--- src/rtl/proc_pkg.sv ---
// Shared definitions for the 16-bit-instruction processor: opcodes, write-select
// encodings, sequencer states and instruction field positions.
package proc_pkg;

  localparam logic [3:0] OP_NOP       = 4'd0;
  localparam logic [3:0] OP_ADD       = 4'd1;
  localparam logic [3:0] OP_SUB       = 4'd2;
  localparam logic [3:0] OP_AND       = 4'd3;
  localparam logic [3:0] OP_OR        = 4'd4;
  localparam logic [3:0] OP_NOT       = 4'd5;
  localparam logic [3:0] OP_XOR       = 4'd6;
  localparam logic [3:0] OP_CLEAR     = 4'd7;
  localparam logic [3:0] OP_MOVE      = 4'd8;
  localparam logic [3:0] OP_LOAD      = 4'd9;
  localparam logic [3:0] OP_STORE     = 4'd10;
  localparam logic [3:0] OP_PRINT     = 4'd11;
  localparam logic [3:0] OP_PRINT7SEG = 4'd12;
  localparam logic [3:0] OP_JMP       = 4'd13;
  localparam logic [3:0] OP_ILL_A     = 4'd14;
  localparam logic [3:0] OP_ILL_B     = 4'd15;

  localparam logic [1:0] WSEL_IMM  = 2'd0;
  localparam logic [1:0] WSEL_MEM  = 2'd1;
  localparam logic [1:0] WSEL_ZERO = 2'd2;

  localparam int OP_LSB  = 12;
  localparam int REG_LSB = 8;
  localparam int IMM_LSB = 0;

  typedef enum logic [2:0] {
    ST_IDLE,
    ST_FETCH,
    ST_DECODE,
    ST_EXEC,
    ST_MEM,
    ST_WB
  } state_t;

endpackage

--- src/rtl/pc_reg.sv ---
// Program counter register with reset value, parallel load and wrapping increment.
module pc_reg #(
  parameter int           W         = 8,
  parameter logic [W-1:0] RESET_VAL = '0
) (
  input  logic         clk,
  input  logic         rst,
  input  logic         load,
  input  logic         inc,
  input  logic [W-1:0] d,
  output logic [W-1:0] q
);

  always_ff @(posedge clk or negedge rst) begin
    if (!rst) begin
      q <= RESET_VAL;
    end else if (load) begin
      q <= d;
    end else if (inc) begin
      q <= q + W'(1);
    end
  end

endmodule

--- src/rtl/instr_sequencer.sv ---
// Multi-cycle fetch/decode/execute sequencer: owns the PC and the instruction
// register, and issues one-cycle control strobes to the datapath.
module instr_sequencer
  import proc_pkg::*;
#(
  parameter int              PC_W     = 8,
  parameter logic [PC_W-1:0] RESET_PC = '0
) (
  input  logic            clk,
  input  logic            rst,
  input  logic            run,
  input  logic            step,
  input  logic [15:0]     instr,
  output logic [PC_W-1:0] pc,
  output logic            rf_we,
  output logic [3:0]      rf_addr,
  output logic [1:0]      rf_wsel,
  output logic            dm_we,
  output logic [7:0]      dm_addr,
  output logic [3:0]      alu_op,
  output logic            acc_we,
  output logic            print_we,
  output logic            seg_we,
  output logic            busy,
  output logic            illegal
);

  state_t      state;
  state_t      state_nxt;
  logic [15:0] ir;
  logic [3:0]  op;
  logic        last_cycle;
  logic        pc_load;
  logic        pc_inc;

  always_ff @(posedge clk or negedge rst) begin
    if (!rst) begin
      state <= ST_IDLE;
    end else begin
      state <= state_nxt;
    end
  end

  // ROM data for the fetched address is valid during DECODE
  always_ff @(posedge clk or negedge rst) begin
    if (!rst) begin
      ir <= '0;
    end else if (state == ST_DECODE) begin
      ir <= instr;
    end
  end

  assign op      = ir[OP_LSB +: 4];
  assign alu_op  = op;
  assign rf_addr = ir[REG_LSB +: 4];
  assign dm_addr = ir[IMM_LSB +: 8];
  assign busy    = (state != ST_IDLE);

  // LOAD retires in WB, everything else in EXEC
  assign last_cycle = ((state == ST_EXEC) && (op != OP_LOAD)) || (state == ST_WB);
  assign pc_load    = last_cycle && (op == OP_JMP);
  assign pc_inc     = last_cycle && (op != OP_JMP);

  pc_reg #(
    .W         (PC_W),
    .RESET_VAL (RESET_PC)
  ) u_pc (
    .clk  (clk),
    .rst  (rst),
    .load (pc_load),
    .inc  (pc_inc),
    .d    (PC_W'(ir[IMM_LSB +: 8])),
    .q    (pc)
  );

  always_comb begin
    state_nxt = state;
    rf_we     = 1'b0;
    rf_wsel   = WSEL_IMM;
    dm_we     = 1'b0;
    acc_we    = 1'b0;
    print_we  = 1'b0;
    seg_we    = 1'b0;
    illegal   = 1'b0;
    unique case (state)
      ST_IDLE: begin
        if (run || step) begin
          state_nxt = ST_FETCH;
        end
      end
      ST_FETCH:  state_nxt = ST_DECODE;
      ST_DECODE: state_nxt = ST_EXEC;
      ST_EXEC: begin
        case (op)
          OP_ADD, OP_SUB, OP_AND, OP_OR, OP_NOT, OP_XOR: acc_we = 1'b1;
          OP_MOVE: begin
            rf_we   = 1'b1;
            rf_wsel = WSEL_IMM;
          end
          OP_CLEAR: begin
            rf_we   = 1'b1;
            rf_wsel = WSEL_ZERO;
          end
          OP_STORE:          dm_we    = 1'b1;
          OP_PRINT:          print_we = 1'b1;
          OP_PRINT7SEG:      seg_we   = 1'b1;
          OP_ILL_A, OP_ILL_B: illegal = 1'b1;
          default: ;
        endcase
        if (op == OP_LOAD) begin
          state_nxt = ST_MEM;
        end else begin
          state_nxt = run ? ST_FETCH : ST_IDLE;
        end
      end
      ST_MEM: state_nxt = ST_WB;
      ST_WB: begin
        rf_we     = 1'b1;
        rf_wsel   = WSEL_MEM;
        state_nxt = run ? ST_FETCH : ST_IDLE;
      end
      default: state_nxt = ST_IDLE;
    endcase
  end

endmodule
--- config.mk ---
export PLATFORM = sky130hd
export DESIGN_NAME = instr_sequencer
export DESIGN_NICKNAME = d
export VERILOG_FILES = /design/src/rtl/proc_pkg.sv /design/src/rtl/pc_reg.sv /design/src/rtl/instr_sequencer.sv
export SDC_FILE = /design/constraint.sdc
export NUM_CORES = 1
export LEC_CHECK = 0
export CAP_MARGIN = 20
export CORE_UTILIZATION = 25
export CTS_CLUSTER_DIAMETER = 100
export DETAILED_ROUTE_END_ITERATION = 10
export SLEW_MARGIN = 20
export SYNTH_ARGS = -nofsm -noshare
export SYNTH_HDL_FRONTEND = slang
export SYNTH_SLANG_ARGS = --single-unit
--- constraint.sdc ---
create_clock -name clk -period 3.5 [get_ports clk]
set_clock_uncertainty 0.2 [all_clocks]
set_input_delay 0.525 -clock clk [delete_from_list [all_inputs] [get_ports clk]]
set_output_delay 0.525 -clock clk [all_outputs]
set_load 0.1 [all_outputs]
==> qor.log, run 1 <==
INFO  final_layout   fin_cells=249
INFO  timing         drv_slew=0
INFO  clocking       cts.repair.resized=0
INFO  floorplanning  die-width=78.3um
INFO  placement      final_replace_weighted_congestion=0.775
INFO  logic_synthesis async_flop_share=100%
INFO  setup_path     slowest_cp_cell=sky130_fd_sc_hd__dfrtp_1
INFO  logic_synthesis post_synth_instance_area=1450um2
INFO  timing         fin_tns_setup=0ps
INFO  placement      post-dp-hpwl=2300um
INFO  global_route   grt_max_degree=28
INFO  setup_path     timing.setup.critical_path_class=register to output port
INFO  setup_path     timing.critical_path.cells=nand4b_1, nor2_1, and3_1, buf_4
INFO  setup_path     critical_path.n_buffers_inverters=1
INFO  detailed_routing remaining_drc_errors=0
INFO  logic_synthesis yosysMostFrequentCell=sky130_fd_sc_hd__dfrtp_1
INFO  setup_path     worst-endpoint-required=2770ps
INFO  floorplanning  core_area=5540um2
INFO  setup_path     crit_path_start_kind=register
INFO  clocking       cts_setup_buffers=0
INFO  setup_path     cpLargestDelayFamily=simple AND/OR/NAND/NOR gates
INFO  logic_synthesis syn-num-nets=150
INFO  final_layout   net_count_reported_at_finish=199
INFO  final_layout   drive_above_1_share=27.7%
INFO  logic_synthesis synth-edff-count=0
INFO  logic_synthesis synth.top_cells.by_area=sky130_fd_sc_hd__dfrtp_1, sky130_fd_sc_hd__mux2_1, sky130_fd_sc_hd__mux2_2, sky130_fd_sc_hd__a21oi_1, sky130_fd_sc_hd__nand3_1
INFO  clocking       cts.htree.levels=1
INFO  logic_synthesis yosys_most_used_dff=sky130_fd_sc_hd__dfrtp_1
INFO  detailed_routing via_per_inst=4.67
INFO  detailed_routing routed_wire_length_per_instance=13.0um
INFO  global_route   antenna_found_initial=0
INFO  clocking       cts_tree=built
INFO  timing         worst_slew_pin_slew=970ps
INFO  logic_synthesis synth.cells.most_frequent=sky130_fd_sc_hd__dfrtp_1, sky130_fd_sc_hd__mux2_1, sky130_fd_sc_hd__nand2_1, sky130_fd_sc_hd__nor2_1
INFO  setup_path     critical_path_arrival=1870ps
INFO  detailed_routing count_of_antenna_violating_nets_left_after_detailed_routing=0
INFO  clocking       cts_root_buffer=sky130_fd_sc_hd__clkbuf_8
INFO  clocking       cts_made_buffers=3
INFO  final_layout   fillerInstances=578
INFO  logic_synthesis synth_sequential_area_ratio=46.5%
INFO  final_layout   area_growth_syn_to_layout=39.8%
INFO  logic_synthesis netlist.top_cell.by_area=sky130_fd_sc_hd__dfrtp_1
INFO  logic_synthesis synth.yosys.warnings=0
INFO  setup_path     crit_path_max_fanout=9
INFO  detailed_routing detailedRoute.firstPassIterationCount=4
INFO  placement      dp.cells=245
INFO  hold_path      hold_class=register to register
INFO  global_route   global_route.usage.total=11.7%
INFO  clocking       worst_setup_hold_path_clk_slew=90ps
INFO  timing         hold_violations=0
INFO  floorplanning  io-pin-count=53
INFO  job            drv_cap=0
INFO  detailed_routing num_vias=1162
INFO  floorplanning  start_util=26.2%
INFO  final_layout   n_diodes=0
INFO  clocking       holdBufCountCts=0
INFO  setup_path     worst_path_largest_cell_delay=580ps
INFO  logic_synthesis netlist.area_leader.share=46.5%
INFO  detailed_routing detailedRoute.firstIterationViolations=72
INFO  setup_path     crit_path_end_kind=output port
INFO  logic_synthesis ys_types=42
INFO  floorplanning  std_cell_rows=27
INFO  detailed_routing detail_route.wirelength=3240um
INFO  logic_synthesis synthesis.instances=129
INFO  global_route   global_route_wire_length_before_repair=5620um
INFO  logic_synthesis synth_area_per_cell=11.3um2
INFO  timing         finalSetupViolCount=0
INFO  placement      io_buffer_count=52
INFO  global_route   grt_pass1_vias=1133
INFO  clocking       clock_sink_count=27
INFO  clocking       clock_tree_buffer_depth=2
INFO  global_route   grt-ovfl-total=0
INFO  timing         max_freq=0.385GHz
INFO  clocking       worst_skew_pair.late_latency=270ps
INFO  final_layout   fin_util=36.7%
INFO  timing         rsz_0062_raised_after_global_routing=false
INFO  floorplanning  die_h=78.3um
INFO  logic_synthesis synth-seq-cells=27
INFO  timing         layout_worst_path_cycle_share=74.2%
INFO  timing         final_period_minus_worst_setup_slack=2600ps
INFO  timing         max-slew-margin-rel=35.1%
INFO  floorplanning  fp.dieArea=6120um2
INFO  outcome        outcome=finished clean
==> final cells by class <==
class,instances,area (um2),share of cell area (%)
timing repair buffer,53,478,23.5
multi-input combinational,89,729,35.9
clock buffer,4,45.0,2.22
inverter,4,15.0,0.738
sequential,27,676,33.2
tap,72,90.1,4.43
==> cells by family after synthesis <==
group	count (synthesis)	synth area share (%)
fa+ha+maj	1	0.860
flops	27	46.5
xor+xnor	1	0.603
mux	15	11.6
simple gates	44	19.8
compound gates	28	15.0
buf+inv	13	5.68
==> routing by layer <==
metal  routed length [um]  vias to the layer above  track usage [%]
met5                    0                        -                0
met2                 1570                       26             18.9
met1                 1480                      563             15.5
met4                   17                        0             3.33
met3                  162                        2             2.56
li1                     -                      571                -
==> worst reg2reg max path, cell delays in order, from the launching register on <==
cell	delay [ps]
sky130_fd_sc_hd__dfrtp_1	610
sky130_fd_sc_hd__and4bb_4	310
sky130_fd_sc_hd__o21ai_4	430
sky130_fd_sc_hd__a21boi_1	270
sky130_fd_sc_hd__a2bb2oi_2	140
==> layout by cell type (no fill, tap or decap), drive strengths merged, types with 7 or more instances in the layout <==
master	n
o21ai	7
nor2	9
dfrtp	27
nand3	7
clkdlybuf4s50	32
mux2	15
nand2	8
buf	21
a21oi	9
==> metrics by stage <==
| step | cell area, um2 | worst slack, ps | hold WS [ps] |
|---|---|---|---|
| 6_report | 2030 | 904 | 295 |
| 2_1_floorplan | 1490 | -306 | 29.4 |
| 3_3_place_gp | 1990 | 1260 | 268 |
| 4_1_cts | 2030 | 899 | 302 |
| 3_5_place_dp | 1990 | 1220 | 278 |
| 5_1_grt | 2030 | 710 | 326 |
==> flip-flops by register name (all words and copies together) (netlist names) <==
register and cells:
u_pc.q 8, ir 16, state 3
==> worst paths after layout <==
path                       startpoint        end  slack [ps]  cells past startpoint
max                          state[0]   print_we         900                      4
min                             ir[8]      ir[8]         300                      1
max reg2reg                    ir[14]  u_pc.q[6]        1470                      4
min reg2reg                     ir[8]      ir[8]         300                      1
max in group asynchronous         rst  u_pc.q[1]        2410                      2
min in group asynchronous         rst  u_pc.q[6]         430                      2
Power of run 1 is left out: the tool's default activity adds up to more than one toggle a clock period on the data nets, which glitch-free logic cannot reach.
==> run 2: changes to the inputs <==
- clock period: 3.5 -> 2.5 ns (I/O delays scaled with it)
==> run 2 against run 1 <==
Net effect: die area did not move; register-to-register slack worse by 900 ps; sequential share of layout area is 1.3 points lower; critical path depth did not move; cell count up 0.80%; global-route usage decreased by 0.24 points; setup slack got worse by 750 ps; first-iteration DRC count fell by 60%; utilization increased by 2.4 points; via count is 1.4% lower; count of clock-buffer cells in the layout stayed put; non-clock buffer count up 2; largest cell class unchanged.
==> qor.log, run 2 (synthesized netlist as in run 1, its figures left out) <==
INFO  job            drv_cap=0 [unchanged]
INFO  global_route   grt-ovfl-total=0 [unchanged]
INFO  clocking       clock_sink_count=27 [unchanged]
INFO  floorplanning  core_area=5540um2 [unchanged]
INFO  timing         max_freq=0.426GHz
INFO  global_route   global_route.usage.total=11.4% [-0.24 points]
INFO  setup_path     worst_setup_path_startpoint=state[2]
INFO  outcome        outcome=finished clean
INFO  clocking       cts_made_buffers=3 [unchanged]
INFO  final_layout   top_regs=ir x16, u_pc.q x8, state x3
INFO  global_route   global_route_wire_length_before_repair=5530um [-1.5%]
INFO  final_layout   n_diodes=0 [unchanged]
INFO  final_layout   layout.cells.most_common=sky130_fd_sc_hd__buf_4
INFO  final_layout   layout_common_cells=sky130_fd_sc_hd__buf_4, sky130_fd_sc_hd__dfrtp_1, sky130_fd_sc_hd__clkdlybuf4s50_1
INFO  floorplanning  start_util=26.2% [unchanged]
INFO  detailed_routing num_vias=1146 [-1.4%]
INFO  clocking       cts.htree.levels=1 [unchanged]
INFO  setup_path     reg2reg_to=ir[1]
INFO  timing         worst_hold_slack=276ps [-19.3 ps]
INFO  detailed_routing met3_wirelength=181um [+12%]
INFO  final_layout   area_growth_syn_to_layout=49.1%
INFO  setup_path     crit_path_start_kind=register
INFO  placement      postPlaceCellArea=2110um2 [+6.3%]
INFO  timing         final_period_minus_worst_setup_slack=2340ps
INFO  floorplanning  die_h=78.3um [unchanged]
INFO  clocking       clock_tree_buffer_depth=2 [unchanged]
INFO  timing         hold_violations=0 [unchanged]
INFO  clocking       worst_skew_pair.late_latency=270ps [about the same]
INFO  detailed_routing met2_length=1500um [-4.3%]
INFO  clocking       holdBufCountCts=0 [unchanged]
INFO  detailed_routing detailedRoute.firstPassIterationCount=4 [unchanged]
INFO  timing         worst_slew_pin_slew=499ps [-471 ps]
INFO  global_route   grt_pass1_vias=1140 [+0.62%]
INFO  final_layout   net_count_reported_at_finish=201 [+1.0%]
INFO  timing         layout_worst_path_cycle_share=93.8%
INFO  placement      final_replace_weighted_congestion=0.757 [-2.4%]
INFO  setup_path     worst-endpoint-required=1920ps [-850 ps]
INFO  timing         finalSetupViolCount=0 [unchanged]
INFO  global_route   antenna_found_initial=0 [unchanged]
INFO  setup_path     r2r_start=state[1]
INFO  clocking       worst_setup_hold_path_clk_slew=90ps [about the same]
INFO  detailed_routing topRoutingLayerUsed=met4
INFO  timing         drv_slew=0 [unchanged]
INFO  floorplanning  fp.dieArea=6120um2 [unchanged]
INFO  detailed_routing routed_wire_length_per_instance=13.1um [+0.98%]
INFO  detailed_routing detailedRoute.firstIterationViolations=29 [-60%]
INFO  global_route   grt_max_degree=28 [unchanged]
INFO  setup_path     crit_path_max_fanout=9 [unchanged]
INFO  hold_path      hold_class=input port to async pin
INFO  final_layout   largest_register_ffs=16 [unchanged]
INFO  floorplanning  die-width=78.3um [unchanged]
INFO  timing         fin_tns_setup=0ps [unchanged]
INFO  final_layout   drive_above_1_share=40.8% [+13 points]
INFO  clocking       cts_tree=built
INFO  setup_path     reg2reg_slack=570ps [-900 ps]
INFO  timing         max-slew-margin-rel=66.6% [+31 points]
INFO  setup_path     crit_path_end_kind=output port
INFO  final_layout   largest-register=ir
INFO  detailed_routing wl_met1=1600um [+7.5%]
INFO  detailed_routing count_of_antenna_violating_nets_left_after_detailed_routing=0 [unchanged]
INFO  placement      post-dp-hpwl=2410um [+4.7%]
INFO  placement      io_buffer_count=52 [unchanged]
INFO  detailed_routing remaining_drc_errors=0 [unchanged]
INFO  setup_path     ff2ff_path_depth=4 [unchanged]
INFO  setup_path     timing.setup.critical_path_class=register to output port
INFO  detailed_routing detail_route.wirelength=3290um [+1.8%]
INFO  floorplanning  std_cell_rows=27 [unchanged]
INFO  setup_path     critical_path_arrival=1770ps [-100 ps]
INFO  floorplanning  io-pin-count=53 [unchanged]
INFO  clocking       cts_root_buffer=sky130_fd_sc_hd__clkbuf_8
INFO  detailed_routing via_per_inst=4.57 [-2.2%]
INFO  final_layout   final_area=2170um2 [+6.6%]
==> run 2: cell type report <==
cell class,instances,area [um2]
Clock buffer,4,45.0
Inverter,4,15.0
Fill cell,566,3370
Sequential cell,27,692
Multi-Input combinational cell,89,764
Timing Repair Buffer,55,561
Tap cell,72,90.1
==> run 2: metrics by stage <==
| stage | instances | util, % | worst slack (ps) |
|---|---|---|---|
| final | 251 | 39.1 | 155 |
| after global routing | 251 | 39.1 | -5.28 |
| after global placement | 246 | 38.1 | 399 |
| after CTS | 250 | 39.0 | 42.7 |
| after floorplan | 129 | - | -159 |
| after detailed placement | 246 | 38.1 | 359 |
==> run 2: repair_timing <==
| action | in CTS | in global routing |
|---|---|---|
| setup endpoints to repair | 0 | 2 |
| hold endpoints to repair | 0 | 0 |
| gates resized for setup | 0 | 1 |
| setup buffers | 0 | 1 |
==> run 2: worst max-delay path by stage <==
stage,endpoint,slack [ps],cells past startpoint
finish,dm_we,160,4
global route,print_we,-5,4
CTS,print_we,40,4
detailed placement,print_we,360,4
global placement,print_we,400,4
floorplan,rf_we,-160,4
==> run 2: worst max-delay path: stages (launching register included) <==
cell and delay [ps]:
sky130_fd_sc_hd__dfrtp_1 500, sky130_fd_sc_hd__nand4b_1 320, sky130_fd_sc_hd__buf_4 210, sky130_fd_sc_hd__nor4_4 250, sky130_fd_sc_hd__buf_12 210
==> run 2: per-layer routing <==
metal	global-route usage, %	vias to the layer above
met3	3.02	2
li1	-	565
met5	0	-
met4	2.22	0
met1	15.2	544
met2	18.6	35
Power of run 2 is left out for the same reason.
==> run 3: changes to the inputs <==
- SKIP_LAST_GASP: unset -> 1
- SLEW_MARGIN: 20 -> unset
- TNS_END_PERCENT: unset -> 30
==> run 3 against run 2 <==
Net effect: worst hold slack lost 17 ps; critical path depth unchanged; critical path type unchanged; utilization rose by 0.18 points.
==> qor.log, run 3 (synthesized netlist as in run 1, its figures left out) <==
INFO  global_route   grt-ovfl-total=0 [unchanged]
INFO  timing         max_freq=0.421GHz [-1.4%]
INFO  timing         final_period_minus_worst_setup_slack=2380ps [+32.9 ps]
INFO  detailed_routing count_of_antenna_violating_nets_left_after_detailed_routing=0 [unchanged]
INFO  setup_path     ff2ff_path_depth=5 [+1]
INFO  job            drv_cap=0 [unchanged]
INFO  final_layout   net_count_reported_at_finish=202 [+0.50%]
INFO  final_layout   largest-register=ir
INFO  final_layout   area_growth_syn_to_layout=49.7%
INFO  detailed_routing remaining_drc_errors=0 [unchanged]
INFO  hold_path      hold_class=input port to async pin
INFO  clocking       worst_skew_pair.late_latency=280ps [about the same]
INFO  global_route   grt_max_degree=28 [unchanged]
INFO  final_layout   top_regs=ir x16, u_pc.q x8, state x3
INFO  timing         max-slew-margin-rel=72.9% [+6.3 points]
INFO  placement      final_replace_weighted_congestion=0.722 [-4.6%]
INFO  timing         worst_slew_pin_slew=404ps [-94.6 ps]
INFO  global_route   grt_pass1_vias=1181 [+3.6%]
INFO  placement      post-dp-hpwl=2470um [+2.5%]
INFO  setup_path     worst-endpoint-required=1920ps [about the same]
INFO  detailed_routing detailedRoute.firstPassIterationCount=3 [-1]
INFO  outcome        outcome=finished clean
INFO  timing         layout_worst_path_cycle_share=95.1% [+1.3 points]
INFO  final_layout   largest_register_ffs=16 [unchanged]
INFO  floorplanning  std_cell_rows=27 [unchanged]
INFO  timing         rsz_0062_raised_after_global_routing=false
INFO  setup_path     reg2reg_slack=680ps [+110 ps]
INFO  detailed_routing detailedRoute.firstIterationViolations=43 [+48%]
INFO  floorplanning  start_util=26.2% [unchanged]
INFO  placement      pre_cts_slack=350ps [-9.37 ps]
INFO  setup_path     crit_path_start_kind=register
INFO  detailed_routing via_per_inst=4.61 [+0.99%]
INFO  detailed_routing num_vias=1162 [+1.4%]
INFO  clocking       cts_tree=built
INFO  detailed_routing detail_route.wirelength=3320um [+0.70%]
INFO  timing         hold_violations=0 [unchanged]
INFO  setup_path     timing.setup.critical_path_class=register to output port
INFO  global_route   global_route.usage.total=11.6% [+0.21 points]
INFO  clocking       cts_root_buffer=sky130_fd_sc_hd__clkbuf_8
INFO  final_layout   layout_common_cells=sky130_fd_sc_hd__buf_4, sky130_fd_sc_hd__dfrtp_1, sky130_fd_sc_hd__clkdlybuf4s50_1
INFO  clocking       cts.htree.levels=1 [unchanged]
INFO  global_route   global_route_wire_length_before_repair=5650um [+2.1%]
INFO  floorplanning  die_h=78.3um [unchanged]
INFO  floorplanning  fp.dieArea=6120um2 [unchanged]
INFO  timing         finalSetupViolCount=0 [unchanged]
INFO  global_route   antenna_found_initial=0 [unchanged]
INFO  setup_path     reg2reg_to=u_pc.q[1]
INFO  final_layout   drive_above_1_share=41.7% [+0.88 points]
INFO  setup_path     critical_path_arrival=1800ps [+30 ps]
INFO  floorplanning  core_area=5540um2 [unchanged]
INFO  setup_path     crit_path_end_kind=output port
INFO  clocking       worst_setup_hold_path_clk_slew=100ps [about the same]
INFO  final_layout   n_diodes=0 [unchanged]
INFO  clocking       clock_tree_buffer_depth=2 [unchanged]
INFO  detailed_routing routed_wire_length_per_instance=13.2um [+0.30%]
INFO  floorplanning  io-pin-count=53 [unchanged]
INFO  timing         drv_slew=0 [unchanged]
INFO  clocking       cts_setup_buffers=0 [unchanged]
INFO  setup_path     crit_path_max_fanout=9 [unchanged]
INFO  clocking       clock_sink_count=27 [unchanged]
INFO  clocking       cts_made_buffers=3 [unchanged]
INFO  floorplanning  die-width=78.3um [unchanged]
INFO  timing         timing.final.ws_setup=122ps [-32.9 ps]
INFO  clocking       holdBufCountCts=0 [unchanged]
INFO  final_layout   layout.cells.most_common=sky130_fd_sc_hd__buf_4
INFO  placement      io_buffer_count=52 [unchanged]
INFO  setup_path     r2r_start=ir[12]
==> run 3: cell type report <==
class / count / area [um2]
fill: 564 / 3360
multi-input combinational: 89 / 766
sequential: 27 / 692
timing repair buffer: 56 / 568
tap: 72 / 90.1
clock buffer: 3 / 41.3
inverter: 4 / 15.0
clock inverter: 1 / 5.00
==> run 3: critical path, cell delays in order, from the launching register on <==
cell and delay (ps):
sky130_fd_sc_hd__dfrtp_1 500, sky130_fd_sc_hd__nand4b_1 380, sky130_fd_sc_hd__nor2_2 240, sky130_fd_sc_hd__and3_1 230
sky130_fd_sc_hd__buf_12 180
==> run 3: metal layers <==
metal  global-route usage, %  share of wire [%]  vias up
li1                        -                  -      567
met1                    14.8                 45      560
met2                    20.0                 49       32
met3                    2.09                4.7        3
met4                    3.33               0.90        0
met5                       0                  0        -
==> run 3: per-stage QoR <==
stage | cell area (um2) | utilization (%) | setup TNS, ps | instances | hold WS [ps]
3_3_place_gp | 2130 | 38.4 | 0 | 248 | 276
3_5_place_dp | 2130 | 38.4 | 0 | 248 | 281
2_1_floorplan | 1550 | - | -445 | 129 | -121
5_1_grt | 2180 | 39.3 | 0 | 252 | 313
4_1_cts | 2170 | 39.2 | 0 | 252 | 269
6_report | 2180 | 39.3 | 0 | 252 | 259
==> run 3: worst max-delay path by stage <==
| stage | from | endpoint | slack (ps) | cells after the start |
|---|---|---|---|---|
| finish | state[2] | print_we | 120 | 4 |
| global route | state[2] | print_we | 2 | 4 |
| CTS | state[0] | print_we | 40 | 4 |
| detailed placement | state[0] | print_we | 350 | 4 |
| global placement | state[0] | print_we | 390 | 4 |
| floorplan | ir[14] | rf_we | -160 | 4 |
==> run 3: repair_timing <==
action | 4_1_cts | 5_1_grt
endpoints found under the setup margin | 0 | 1
endpoints found under the hold margin | 0 | 0
resized for setup | 0 | 2
Power of run 3 is left out for the same reason.
